File: src/rtl/fsm_receive_data_if.sv
// fsm_receive_data_if: byte-in / word-out bus between a UART receiver side and the frame assembler
interface fsm_receive_data_if;
  logic        i_en_recv;
  logic        i_rx_ready;
  logic [7:0]  i_rx_data;
  logic [15:0] o_data_out;
  logic        o_data_valid;
  logic        o_timeout_err;
  logic [7:0]  o_frame_count;
  logic        o_busy;
  modport master (
    output i_en_recv, i_rx_ready, i_rx_data,
    input  o_data_out, o_data_valid, o_timeout_err, o_frame_count, o_busy
  );
  modport slave (
    input  i_en_recv, i_rx_ready, i_rx_data,
    output o_data_out, o_data_valid, o_timeout_err, o_frame_count, o_busy
  );
endinterface

File: src/rtl/fsm_receive_data.sv
// fsm_receive_data: assembles two UART bytes (low then high) into a 16-bit word with an inter-byte timeout
module fsm_receive_data #(
  parameter int TIMEOUT = 50000
) (
  input logic clk,
  input logic reset,
  fsm_receive_data_if.slave bus
);
  typedef enum logic [1:0] {IDLE = 2'd0, WAIT_LO = 2'd1, WAIT_HI = 2'd2} state_t;
  localparam logic [15:0] TMO_LAST = 16'(TIMEOUT - 1);
  state_t      r_state;
  state_t      w_next;
  logic [15:0] r_timer;
  logic [7:0]  r_lo;
  logic [15:0] r_data_out;
  logic        r_data_valid;
  logic        r_timeout_err;
  logic [7:0]  r_frame_count;
  logic        r_busy;
  logic        w_take_lo;
  logic        w_done;
  logic        w_tmo;
  logic        w_after;
  assign w_after = bus.i_en_recv;
  always_comb begin
    w_next    = IDLE;
    w_take_lo = 1'b0;
    w_done    = 1'b0;
    w_tmo     = 1'b0;
    case (r_state)
      IDLE: w_next = w_after ? WAIT_LO : IDLE;
      WAIT_LO: begin
        w_take_lo = bus.i_rx_ready;
        w_next    = bus.i_rx_ready ? WAIT_HI : (w_after ? WAIT_LO : IDLE);
      end
      WAIT_HI: begin
        // a byte arriving in the last allowed cycle wins over the timeout
        w_done = bus.i_rx_ready;
        w_tmo  = !bus.i_rx_ready && (r_timer == TMO_LAST);
        w_next = (w_done || w_tmo) ? (w_after ? WAIT_LO : IDLE) : WAIT_HI;
      end
      default: w_next = IDLE;
    endcase
  end
  always_ff @(posedge clk) begin
    if (reset) begin
      r_state       <= IDLE;
      r_timer       <= '0;
      r_lo          <= '0;
      r_data_out    <= '0;
      r_data_valid  <= 1'b0;
      r_timeout_err <= 1'b0;
      r_frame_count <= '0;
      r_busy        <= 1'b0;
    end else begin
      r_state       <= w_next;
      r_timer       <= (w_next != r_state) ? 16'd0 : ((r_timer == 16'hFFFF) ? r_timer : r_timer + 16'd1);
      r_lo          <= w_take_lo ? bus.i_rx_data : (w_tmo ? 8'h00 : r_lo);
      r_data_out    <= w_done ? {bus.i_rx_data, r_lo} : r_data_out;
      r_data_valid  <= w_done;
      r_timeout_err <= w_tmo;
      r_frame_count <= w_done ? r_frame_count + 8'd1 : r_frame_count;
      r_busy        <= (w_next != IDLE);
    end
  end
  assign bus.o_data_out    = r_data_out;
  assign bus.o_data_valid  = r_data_valid;
  assign bus.o_timeout_err = r_timeout_err;
  assign bus.o_frame_count = r_frame_count;
  assign bus.o_busy        = r_busy;
endmodule
File: src/flat_wrapper.sv
// flat-port wrapper written by rule: the top's interface ports become plain ports
module fsm_receive_data_flat 
#(
  parameter int TIMEOUT = 50000
)
  (clk, reset, bus_i_en_recv, bus_i_rx_ready, bus_i_rx_data, bus_o_data_out, bus_o_data_valid, bus_o_timeout_err, bus_o_frame_count, bus_o_busy);
  fsm_receive_data_if bus_i ();
  input logic clk;
  input logic reset;
  input wire logic [$bits(bus_i.i_en_recv)-1:0] bus_i_en_recv;
  input wire logic [$bits(bus_i.i_rx_ready)-1:0] bus_i_rx_ready;
  input wire logic [$bits(bus_i.i_rx_data)-1:0] bus_i_rx_data;
  output wire logic [$bits(bus_i.o_data_out)-1:0] bus_o_data_out;
  output wire logic [$bits(bus_i.o_data_valid)-1:0] bus_o_data_valid;
  output wire logic [$bits(bus_i.o_timeout_err)-1:0] bus_o_timeout_err;
  output wire logic [$bits(bus_i.o_frame_count)-1:0] bus_o_frame_count;
  output wire logic [$bits(bus_i.o_busy)-1:0] bus_o_busy;
  assign bus_i.i_en_recv = bus_i_en_recv;
  assign bus_i.i_rx_ready = bus_i_rx_ready;
  assign bus_i.i_rx_data = bus_i_rx_data;
  assign bus_o_data_out = bus_i.o_data_out;
  assign bus_o_data_valid = bus_i.o_data_valid;
  assign bus_o_timeout_err = bus_i.o_timeout_err;
  assign bus_o_frame_count = bus_i.o_frame_count;
  assign bus_o_busy = bus_i.o_busy;
  fsm_receive_data #(.TIMEOUT(TIMEOUT)) u_core (.clk(clk), .reset(reset), .bus(bus_i));
endmodule
File: config.mk
export PLATFORM = sky130hd
export DESIGN_NAME = fsm_receive_data_flat
export DESIGN_NICKNAME = d
export VERILOG_FILES = /design/src/rtl/fsm_receive_data_if.sv /design/src/rtl/fsm_receive_data.sv /design/src/flat_wrapper.sv
export SDC_FILE = /design/constraint.sdc
export NUM_CORES = 1
export LEC_CHECK = 0
export CELL_PAD_IN_SITES_DETAIL_PLACEMENT = 1
export CELL_PAD_IN_SITES_GLOBAL_PLACEMENT = 1
export CORE_ASPECT_RATIO = 0.75
export CORE_MARGIN = 2
export CORE_UTILIZATION = 42
export DETAILED_ROUTE_END_ITERATION = 6
export PLACE_DENSITY_LB_ADDON = 0.1
export SLEW_MARGIN = 15
export SYNTH_ARGS = -nofsm -noshare
export SYNTH_HDL_FRONTEND = slang
export SYNTH_SLANG_ARGS = --single-unit
File: constraint.sdc
create_clock -name clk -period 4.5 [get_ports clk]
set_input_delay 0.675 -clock clk [delete_from_list [all_inputs] [get_ports clk]]
set_output_delay 0.675 -clock clk [all_outputs]
set_load 0.01 [all_outputs]
[After elaboration in Yosys (flattened, before gate mapping)]
Cells that the tools add are included.
Storage, ports and cells
  logic and storage cells: 31
  output and inout port bits: 27
  bits of input ports: 12
  flip-flop bits (word level): 53
Operators by class
  add/sub/neg operators: 2
  reductions and logical operators: 7
  muxes and demuxes: 9
  equality and inequality tests: 5
Operators with widths (number)
  16-bit equality test (second input constant): 2
  16-bit by 1-bit adder with 16-bit output (second input constant): 1
  8-bit two-way mux: 2
  8-bit by 1-bit adder with 8-bit output (second input constant): 1
  2-bit one-hot mux with 3 select lines: 1
  1-bit two-way mux: 4
  2-bit two-way mux: 2
  2-bit nonzero test: 2
  2-bit by 1-bit equality test with 1-bit output (second input constant): 1
  2-bit equality test (second input constant): 1
  2-bit zero test: 1
  2-bit != test: 1
  2-bit OR reduction: 1
  1-bit logical AND: 1
  1-bit zero test: 1
  1-bit logical OR: 1

[Depth between registers and ports, before layout]
Gate-level depths: netlist of the first run.
  depth in word-level cells: 7
  gate-level depth with buffers: 6
  mapped depth without buffers: 5

[Least setup slack after synthesis of the first run]
No wires, ideal clock.
  kind: register -> register
  from: register u_core.r_timer[0]
  to: register u_core.r_timer[13]
  data required time: 4.412 ns
  buffers on the path: 1
  slack: 2.744 ns
  data arrival time: 1.668 ns
  stages on the path, launching flop included: 7
  setup time: 0.088 ns
  period minus slack after synthesis: 1.756 ns
  cell sequence: dfxtp_1 -> ha_1 -> nand3_2 -> nor4_4 -> buf_6 -> and3b_1 -> nor4_2
On the way
  cells in the longest elaborated chain, start to end: 7
  elaborated cells on any way between the ends: 9
  those cells by class: add/sub: 1; eq/ne: 3; mux: 2; reduce/logical: 3
Ends and longest elaborated chain
  start: declaration: line fsm_receive_data.sv:13  | logic [15:0] r_timer;
  start signal: assignment: line fsm_receive_data.sv:57  | r_timer <= (w_next != r_state) ? 16'd0 : ((r_timer == 16'hFFFF) ? r_timer : r_timer + 16'd1);
  16-bit equality test: line fsm_receive_data.sv:39  | w_tmo = !bus.i_rx_ready && (r_timer == TMO_LAST);
  1-bit logical AND: line fsm_receive_data.sv:39
  1-bit logical OR: line fsm_receive_data.sv:40  | w_next = (w_done || w_tmo) ? (w_after ? WAIT_LO : IDLE) : WAIT_HI;
  2-bit two-way mux: line fsm_receive_data.sv:40
  2-bit one-hot mux with 3 select lines: line fsm_receive_data.sv:30  | case (r_state)
  2-bit != test: line fsm_receive_data.sv:57
  2-bit OR reduction (no line)
Parallel ways exist; a longest one is shown, timed or not.
A chain may end at the register's enable or synchronous reset.

[Worst setup path in the final report of the first run]
  from: register u_core.r_timer[0]
  to: register u_core.r_timer[14]
The elaborated chain is that of the path after synthesis.

==> results of run 1 <==
cell usage after synthesis (2+ instances only):
cell type / number / area, µm²
sky130_fd_sc_hd__a211oi_1: 5 / 37.5
sky130_fd_sc_hd__a211oi_2: 2 / 25.0
sky130_fd_sc_hd__a21oi_1: 22 / 110
sky130_fd_sc_hd__a22o_1: 7 / 61.3
sky130_fd_sc_hd__and3_1: 3 / 18.8
sky130_fd_sc_hd__and3b_1: 3 / 26.3
sky130_fd_sc_hd__and4_1: 2 / 17.5
sky130_fd_sc_hd__buf_2: 3 / 15.0
sky130_fd_sc_hd__buf_6: 2 / 22.5
sky130_fd_sc_hd__clkbuf_1: 6 / 22.5
sky130_fd_sc_hd__dfxtp_1: 53 / 1060
sky130_fd_sc_hd__ha_1: 2 / 25.0
sky130_fd_sc_hd__inv_1: 3 / 11.3
sky130_fd_sc_hd__nand2_1: 43 / 161
sky130_fd_sc_hd__nand3_1: 7 / 35.0
sky130_fd_sc_hd__nand4_1: 5 / 31.3
sky130_fd_sc_hd__nand4_2: 2 / 25.0
sky130_fd_sc_hd__nand4b_1: 2 / 17.5
sky130_fd_sc_hd__nor2_1: 15 / 56.3
sky130_fd_sc_hd__nor3_1: 8 / 40.0
sky130_fd_sc_hd__nor4_1: 8 / 50.1
sky130_fd_sc_hd__o211ai_1: 2 / 15.0
sky130_fd_sc_hd__o21ai_0: 5 / 25.0
sky130_fd_sc_hd__o31ai_1: 4 / 30.0
sky130_fd_sc_hd__or3_1: 5 / 31.3
sky130_fd_sc_hd__or3_2: 2 / 15.0
sky130_fd_sc_hd__or4_1: 2 / 15.0
sky130_fd_sc_hd__xnor2_1: 3 / 26.3
sky130_fd_sc_hd__xor2_1: 6 / 52.6
kinds of logic after synthesis:
kind of cell,count (synthesis),synth area share
xor+xnor,9,0.0345
compound gates,54,0.159
flops,53,0.464
buf+inv,16,0.0361
simple gates,118,0.291
mux,1,0.00438
fa+ha+maj,2,0.0109
per-layer routing:
metal	global-route usage	vias up	routed length, µm
li1	-	991	-
met1	0.309	918	2990
met2	0.276	35	2250
met3	0.0603	6	250
met4	0.0504	0	64
met5	0	-	0
flip-flops by register name, indices dropped and copies added (netlist names):
name and flops:
u_core.bus.o_data_out 16, u_core.r_lo 8, u_core.r_timer 16, u_core.bus.o_data_valid 1
u_core.r_state 2, u_core.bus.o_busy 1, u_core.bus.o_frame_count 8, u_core.bus.o_timeout_err 1
stage by stage:
| step | area (µm²) | hold slack [ns] |
|---|---|---|
| detailed placement | 2700 | 0.449 |
| global route | 2820 | 0.481 |
| floorplan | 2290 | 0.432 |
| CTS | 2820 | 0.459 |
| global placement | 2700 | 0.445 |
| finish | 2820 | 0.455 |
worst max path at each step:
stage	slack, ns	endpoint	from	cells after the start
after floorplan	2.74	u_core.r_timer[13]$_SDFFE_PP0P_	u_core.r_timer[0]$_SDFFE_PP0P_	6
after global placement	1.88	u_core.bus.o_frame_count[3]$_SDFFE_PP0P_	bus_i_rx_ready	4
after detailed placement	1.85	u_core.bus.o_frame_count[7]$_SDFFE_PP0P_	bus_i_rx_ready	5
after CTS	2.15	u_core.r_timer[14]$_SDFFE_PP0P_	u_core.r_timer[0]$_SDFFE_PP0P_	5
after global routing	1.95	u_core.r_timer[12]$_SDFFE_PP0P_	u_core.r_timer[0]$_SDFFE_PP0P_	5
final	2.18	u_core.r_timer[14]$_SDFFE_PP0P_	u_core.r_timer[0]$_SDFFE_PP0P_	5
cell type report:
class	instances	area [µm²]	area share
multi-input combinational	184	1140	0.405
sequential	53	1060	0.376
timing repair buffer	40	395	0.140
tap	75	93.8	0.0332
clock buffer	6	82.6	0.0292
clock inverter	2	37.5	0.0133
inverter	3	11.3	0.00399
worst min-delay path, stage by stage (launching register included):
cell	delay, ns
sky130_fd_sc_hd__dfxtp_1	0.32
sky130_fd_sc_hd__nand2_1	0.05
sky130_fd_sc_hd__a21oi_1	0.05
report_power, final:
| group | internal [µW] | total (µW) | switching (µW) |
|---|---|---|---|
| clock | 181 | 341 | 160 |
| combinational | 21.4 | 51.2 | 29.8 |
| sequential | 475 | 480 | 5.38 |
==> implementation parameters, run 1 <==
Parameter                              Value

Route
  Vias per Instance ... 5.37
  Routed WL ... 5.56 mm
  Antenna-violating nets left ... 0
  Detailed-routing iteration count for the pre-antenna-repair pass ... 4
  Average detailed-routed wire length per instance ... 15.3 µm
  Initial DRC Count ... 127
  Number of remaining DRC errors ... 0
  Vias after detailed routing ... 1,950

Timing
  Number of endpoints with negative hold slack in the final report ... 0
  Setup repair after global routing missed its margin ... false
  Setup Skew ... 0.00871 ns
  Achievable frequency ... 0.430 GHz
  Minimum period implied by the final worst setup slack ... 2.32 ns
  Setup tns final ... 0 ns
  Slew @ Worst Pin ... 0.944 ns
  Part of the cycle the worst path needs ... 0.517
  Worst max-slew margin expressed relative to the limit ... 0.369
  Setup WS post-layout ... between 2 and 2.5 ns
  Final count of pins violating max slew ... 0
  Final-report setup violation count ... 0

Global routing
  Number of global-route vias before repair ... 1,809
  GRT Overall Usage ... 0.203
  Overflow left after global routing ... 0
  Antenna violations before repair ... 0
  Maximum number of pins on one net before global-route repair ... 32
  Global-route wire length before repair ... 9.21 mm

Setup path
  Number of buffers and inverters on the critical path ... 0
  Crit path launch type ... flip-flop
  Largest stage delay on the critical path ... between 0.8 and 0.9 ns
  Worst path arrival time ... 2.47 ns
  Worst endpoint required time ... 4.64 ns
  Gate family responsible for the most delay along the worst path ... compound AO/OA/AOI/OAI gates
  WS Path Type ... flip-flop to flip-flop
  Setup slack of the most critical reg-to-reg path ... around 2.2 ns
  Cell breakdown of the critical path ... ha_1, and3_1, nand4b_1, a31oi_2, a2111oi_0
  Number of cell instances on the worst register-to-register path ... 5
  Crit Reg-Reg Endpoint ... u_core.r_timer[14]$_SDFFE_PP0P_
  Slowest cell on crit path ... sky130_fd_sc_hd__a31oi_2
  Worst Setup End Kind ... flip-flop
  Biggest fanout along the worst timing path ... 16
  R2R Path Start ... u_core.r_timer[0]$_SDFFE_PP0P_

Clocking
  Maximum number of buffers from clock root to sink ... 2
  Clock sink count ... between 50 and 60
  Post-cts hold buffer count ... 0
  Post-CTS resize count ... 0
  Clock buffer count from CTS ... 5
  TritonCTS clock tree ... yes
  Clock slew at reported path FFs ... 0.10 ns
  Clock Latency Late Sink ... ~0.31 ns
  CTS H-tree depth ... 2
  Post-CTS Setup Bufs ... 0
  CTS Root Cell ... sky130_fd_sc_hd__clkbuf_8

Synthesis
  Number of distinct standard cells referenced by the synthesized netlist ... 50
  Mean instance size in the synthesized netlist ... about 9 µm²
  Proportion of synthesized flip-flops having asynchronous set or reset ... 0
  Primary FF master, synth ... sky130_fd_sc_hd__dfxtp_1
  Register bit total from synthesis ... 53
  Portion of the post-synthesis area used by sequential elements ... 0.464
  Synth Instances ... 253
  Syn Std Cell Area ... 0.00229 mm²
  Count of flip-flops with a built-in enable after synthesis ... 0
  Synth warn ... 0
  Post-Synthesis Net Count ... between 200 and 300

Die
  I/O pin count ... 39
  Effective utilization at floorplan ... 0.432
  Die Span Y ... 67.9 µm
  Die boundary width ... 89.2 µm
  Site Rows ... 23
  Die footprint ... 0.00605 mm²
  Area of the core region ... 0.00530 mm²

Final layout
  Area growth, synth to finish ... 23.5%
  Most common cell after layout, fill and taps aside ... sky130_fd_sc_hd__dfxtp_1
  NumNets Final ... 301
  Layout fillers ... roughly 640
  Proportion of layout cells with a drive suffix above 1 ... 0.0833
  Final non-filler cell total ... around 360
  Antenna diodes ... 0
  Commonest cells after routing, fill and taps aside ... sky130_fd_sc_hd__dfxtp_1 (53), sky130_fd_sc_hd__nand2_1 (43), sky130_fd_sc_hd__clkdlybuf4s50_1 (38)
  Post-Route Utilization ... 0.533

Placement
  Quantity of I/O buffers inserted on ports ... 38
  Placed wire-length estimate ... 3.89 mm
  Worst setup slack after placement ... 1.85 ns
  Final Wtd Congestion ... about 0.82
  Cell count after placement ... ~360

Pwr
  Pwr per Cell Area ... roughly 300 mW/mm²
  Overall power after layout ... 872 µW
  Leakage component of the power ... 0.000935 µW
  Peak ir drop on the vdd network ... approximately 0.18 mV

Min path
  Hold Crit Start ... u_core.r_lo[1]$_SDFFE_PP0P_
  Path type of the worst min-delay path ... flip-flop to flip-flop
  Hold Path End ... u_core.bus.o_data_out[1]$_SDFFE_PP0P_
  Cell depth of the worst hold path ... 2

Flow run
  Max-Cap Viols ... 0

Outcome
  Run status ... finished, final reports clean
Power figures use the tool's default switching activity.
==> run 2: changes to the inputs <==
--- a/config.mk
+++ b/config.mk
@@ -9,7 +9,7 @@
 export CELL_PAD_IN_SITES_GLOBAL_PLACEMENT = 1
 export CORE_ASPECT_RATIO = 0.75
 export CORE_MARGIN = 2
-export CORE_UTILIZATION = 42
+export CORE_UTILIZATION = 39
 export DETAILED_ROUTE_END_ITERATION = 6
 export PLACE_DENSITY_LB_ADDON = 0.1
 export SLEW_MARGIN = 15
==> constraint.sdc (replaced) <==
create_clock -name clk -period 2.3 [get_ports clk]
set_input_delay 0.345 -clock clk [delete_from_list [all_inputs] [get_ports clk]]
set_output_delay 0.345 -clock clk [all_outputs]
set_load 0.01 [all_outputs]
==> implementation parameters, run 2 (synthesized netlist as in run 1, its figures left out) <==
Parameter                              Value

Clocking
  Maximum number of buffers from clock root to sink ... 2 (unchanged)
  Post-CTS resize count ... 0 (unchanged)
  Clock buffer count from CTS ... 5 (unchanged)
  CTS Root Cell ... sky130_fd_sc_hd__clkbuf_8
  Clock sink count ... 53 (unchanged)
  Clock Latency Late Sink ... 0.31 ns (about the same)
  TritonCTS clock tree ... yes
  CTS H-tree depth ... 2 (unchanged)
  Clock slew at reported path FFs ... 0.10 ns (about the same)
  Post-CTS Setup Bufs ... 0 (unchanged)
  Post-cts hold buffer count ... 0 (unchanged)

Final layout
  Area growth, synth to finish ... 25.3%
  Commonest cells after routing, fill and taps aside ... sky130_fd_sc_hd__dfxtp_1 (53), sky130_fd_sc_hd__nand2_1 (43), sky130_fd_sc_hd__clkdlybuf4s50_1 (38)
  Layout fillers ... 676 (+6.0%)
  Antenna diodes ... 0 (unchanged)
  Final standard cell area without fillers ... 0.00287 mm² (+1.5%)
  Proportion of layout cells with a drive suffix above 1 ... 0.0990 (+0.0156)
  Most common cell after layout, fill and taps aside ... sky130_fd_sc_hd__dfxtp_1
  NumNets Final ... 306 (+1.7%)

Timing
  Number of endpoints with negative hold slack in the final report ... 0 (unchanged)
  Setup tns final ... 0 ns (unchanged)
  Worst max-slew margin expressed relative to the limit ... 0.650 (+0.281)
  Achievable frequency ... 0.516 GHz (+20%)
  Final-report setup violation count ... 0 (unchanged)
  Setup WS post-layout ... 0.362 ns (-1.81 ns)
  Minimum period implied by the final worst setup slack ... 1.94 ns (-0.387 ns)
  Final count of pins violating max slew ... 0 (unchanged)
  Setup repair after global routing missed its margin ... false
  Part of the cycle the worst path needs ... 0.842 (+0.326)
  Setup Skew ... 0.00959 ns (+0.000873 ns)
  Slew @ Worst Pin ... 0.524 ns (-0.420 ns)

Route
  Number of remaining DRC errors ... 0 (unchanged)
  Average detailed-routed wire length per instance ... 15.4 µm (+0.52%)
  Vias after detailed routing ... 2,010 (+3.1%)
  Vias per Instance ... 5.42 (+0.85%)
  Initial DRC Count ... 98 (-23%)
  Routed WL ... 5.71 mm (+2.7%)
  Antenna-violating nets left ... 0 (unchanged)
  Detailed-routing iteration count for the pre-antenna-repair pass ... 4 (unchanged)

Setup path
  Biggest fanout along the worst timing path ... 16 (unchanged)
  Cell breakdown of the critical path ... ha_1, nand3_2, nor4_4, buf_4, and3b_1, nor4_1
  Worst Setup End Kind ... flip-flop
  Number of stages on the worst setup path ... 6 (+1)
  Crit path launch type ... flip-flop
  Number of cell instances on the worst register-to-register path ... 6 (+1)
  Slowest cell on crit path ... sky130_fd_sc_hd__dfxtp_1
  Number of buffers and inverters on the critical path ... 1 (+1)
  Worst path arrival time ... 2.16 ns (-0.31 ns)
  Worst endpoint required time ... 2.52 ns (-2.12 ns)
  Largest stage delay on the critical path ... 0.42 ns (-0.42 ns)
  WS Path Type ... flip-flop to flip-flop
  Gate family responsible for the most delay along the worst path ... simple AND/OR/NAND/NOR gates

Pwr
  Leakage component of the power ... 0.000959 µW (+2.6%)
  Peak ir drop on the vdd network ... 0.238 mV (+35%)
  Pwr per Cell Area ... 598 mW/mm² (+94%)
  Overall power after layout ... 1710 µW (+96%)

Placement
  Placed Instance Area ... 0.00275 mm² (+1.5%)
  Placed wire-length estimate ... 4.01 mm (+3.1%)
  Worst setup slack after placement ... 0.163 ns (-1.68 ns)
  Final Wtd Congestion ... 0.758 (-7.4%)
  Quantity of I/O buffers inserted on ports ... 38 (unchanged)

Min path
  Path type of the worst min-delay path ... flip-flop to flip-flop
  Cell depth of the worst hold path ... 2 (unchanged)

Die
  Effective utilization at floorplan ... 0.399 (-0.0332)
  I/O pin count ... 39 (unchanged)
  Site Rows ... 24 (+4.3%)
  Die Span Y ... 70.3 µm (+3.5%)
  Area of the core region ... 0.00574 mm² (+8.3%)
  Die footprint ... 0.00650 mm² (+7.3%)
  Die boundary width ... 92.4 µm (+3.6%)

Global routing
  GRT Overall Usage ... 0.195 (-0.00765)
  Antenna violations before repair ... 0 (unchanged)
  Number of global-route vias before repair ... 2,029 (+12%)
  Global-route wire length before repair ... 10.2 mm (+10%)
  Overflow left after global routing ... 0 (unchanged)
  Maximum number of pins on one net before global-route repair ... 25 (-22%)

Flow run
  Max-Cap Viols ... 0 (unchanged)

Outcome
  Run status ... finished, final reports clean
[run 2: path summary, 6_finish.rpt]
kind,start,endpoint,slack [ns]
setup / recovery,u_core.r_timer[1]$_SDFFE_PP0P_,u_core.r_timer[12]$_SDFFE_PP0P_,0.36
hold / removal,u_core.bus.o_data_out[4]$_SDFFE_PP0P_,u_core.bus.o_data_out[4]$_SDFFE_PP0P_,0.46
setup reg to reg,u_core.r_timer[1]$_SDFFE_PP0P_,u_core.r_timer[12]$_SDFFE_PP0P_,0.36
hold reg to reg,u_core.bus.o_data_out[4]$_SDFFE_PP0P_,u_core.bus.o_data_out[4]$_SDFFE_PP0P_,0.46
[run 2: metal layers]
layer	global-route usage	vias to the layer above	wire length, µm
li1	-	1005	-
met1	0.278	969	2930
met2	0.298	34	2580
met3	0.0431	2	176
met4	0.0514	0	29
met5	0	-	0
[run 2: stage by stage]
| stage | std cells | hold WS [ns] | util |
|---|---|---|---|
| final | 371 | 0.465 | 0.500 |
| after global routing | 371 | 0.483 | 0.500 |
| after CTS | 371 | 0.469 | 0.500 |
| after detailed placement | 363 | 0.452 | 0.479 |
| after global placement | 363 | 0.445 | 0.479 |
| after floorplan | 253 | 0.432 | - |
[run 2: final cells by class]
type	count	area [µm²]	share of cell area
inverters	3	11.3	0.00393
repair buffers	45	433	0.151
clock buffers	6	82.6	0.0288
well taps	78	97.6	0.0341
multi-input cells	184	1140	0.399
flip-flops and latches	53	1060	0.370
clock inverters	2	37.5	0.0131
[run 2: worst register-to-register path: stages (launching register included)]
cell and delay (ns):
sky130_fd_sc_hd__dfxtp_1 0.42, sky130_fd_sc_hd__ha_1 0.26, sky130_fd_sc_hd__nand3_2 0.23, sky130_fd_sc_hd__nor4_4 0.30, sky130_fd_sc_hd__buf_4 0.24, sky130_fd_sc_hd__and3b_1 0.21, sky130_fd_sc_hd__nor4_1 0.20
[run 2: power breakdown]
part           internal, µW  switching [µW]  leakage [µW]
Combinational          45.4            60.8      0.000473
Sequential              928            10.8      0.000428
Clock                   354             313     0.0000574
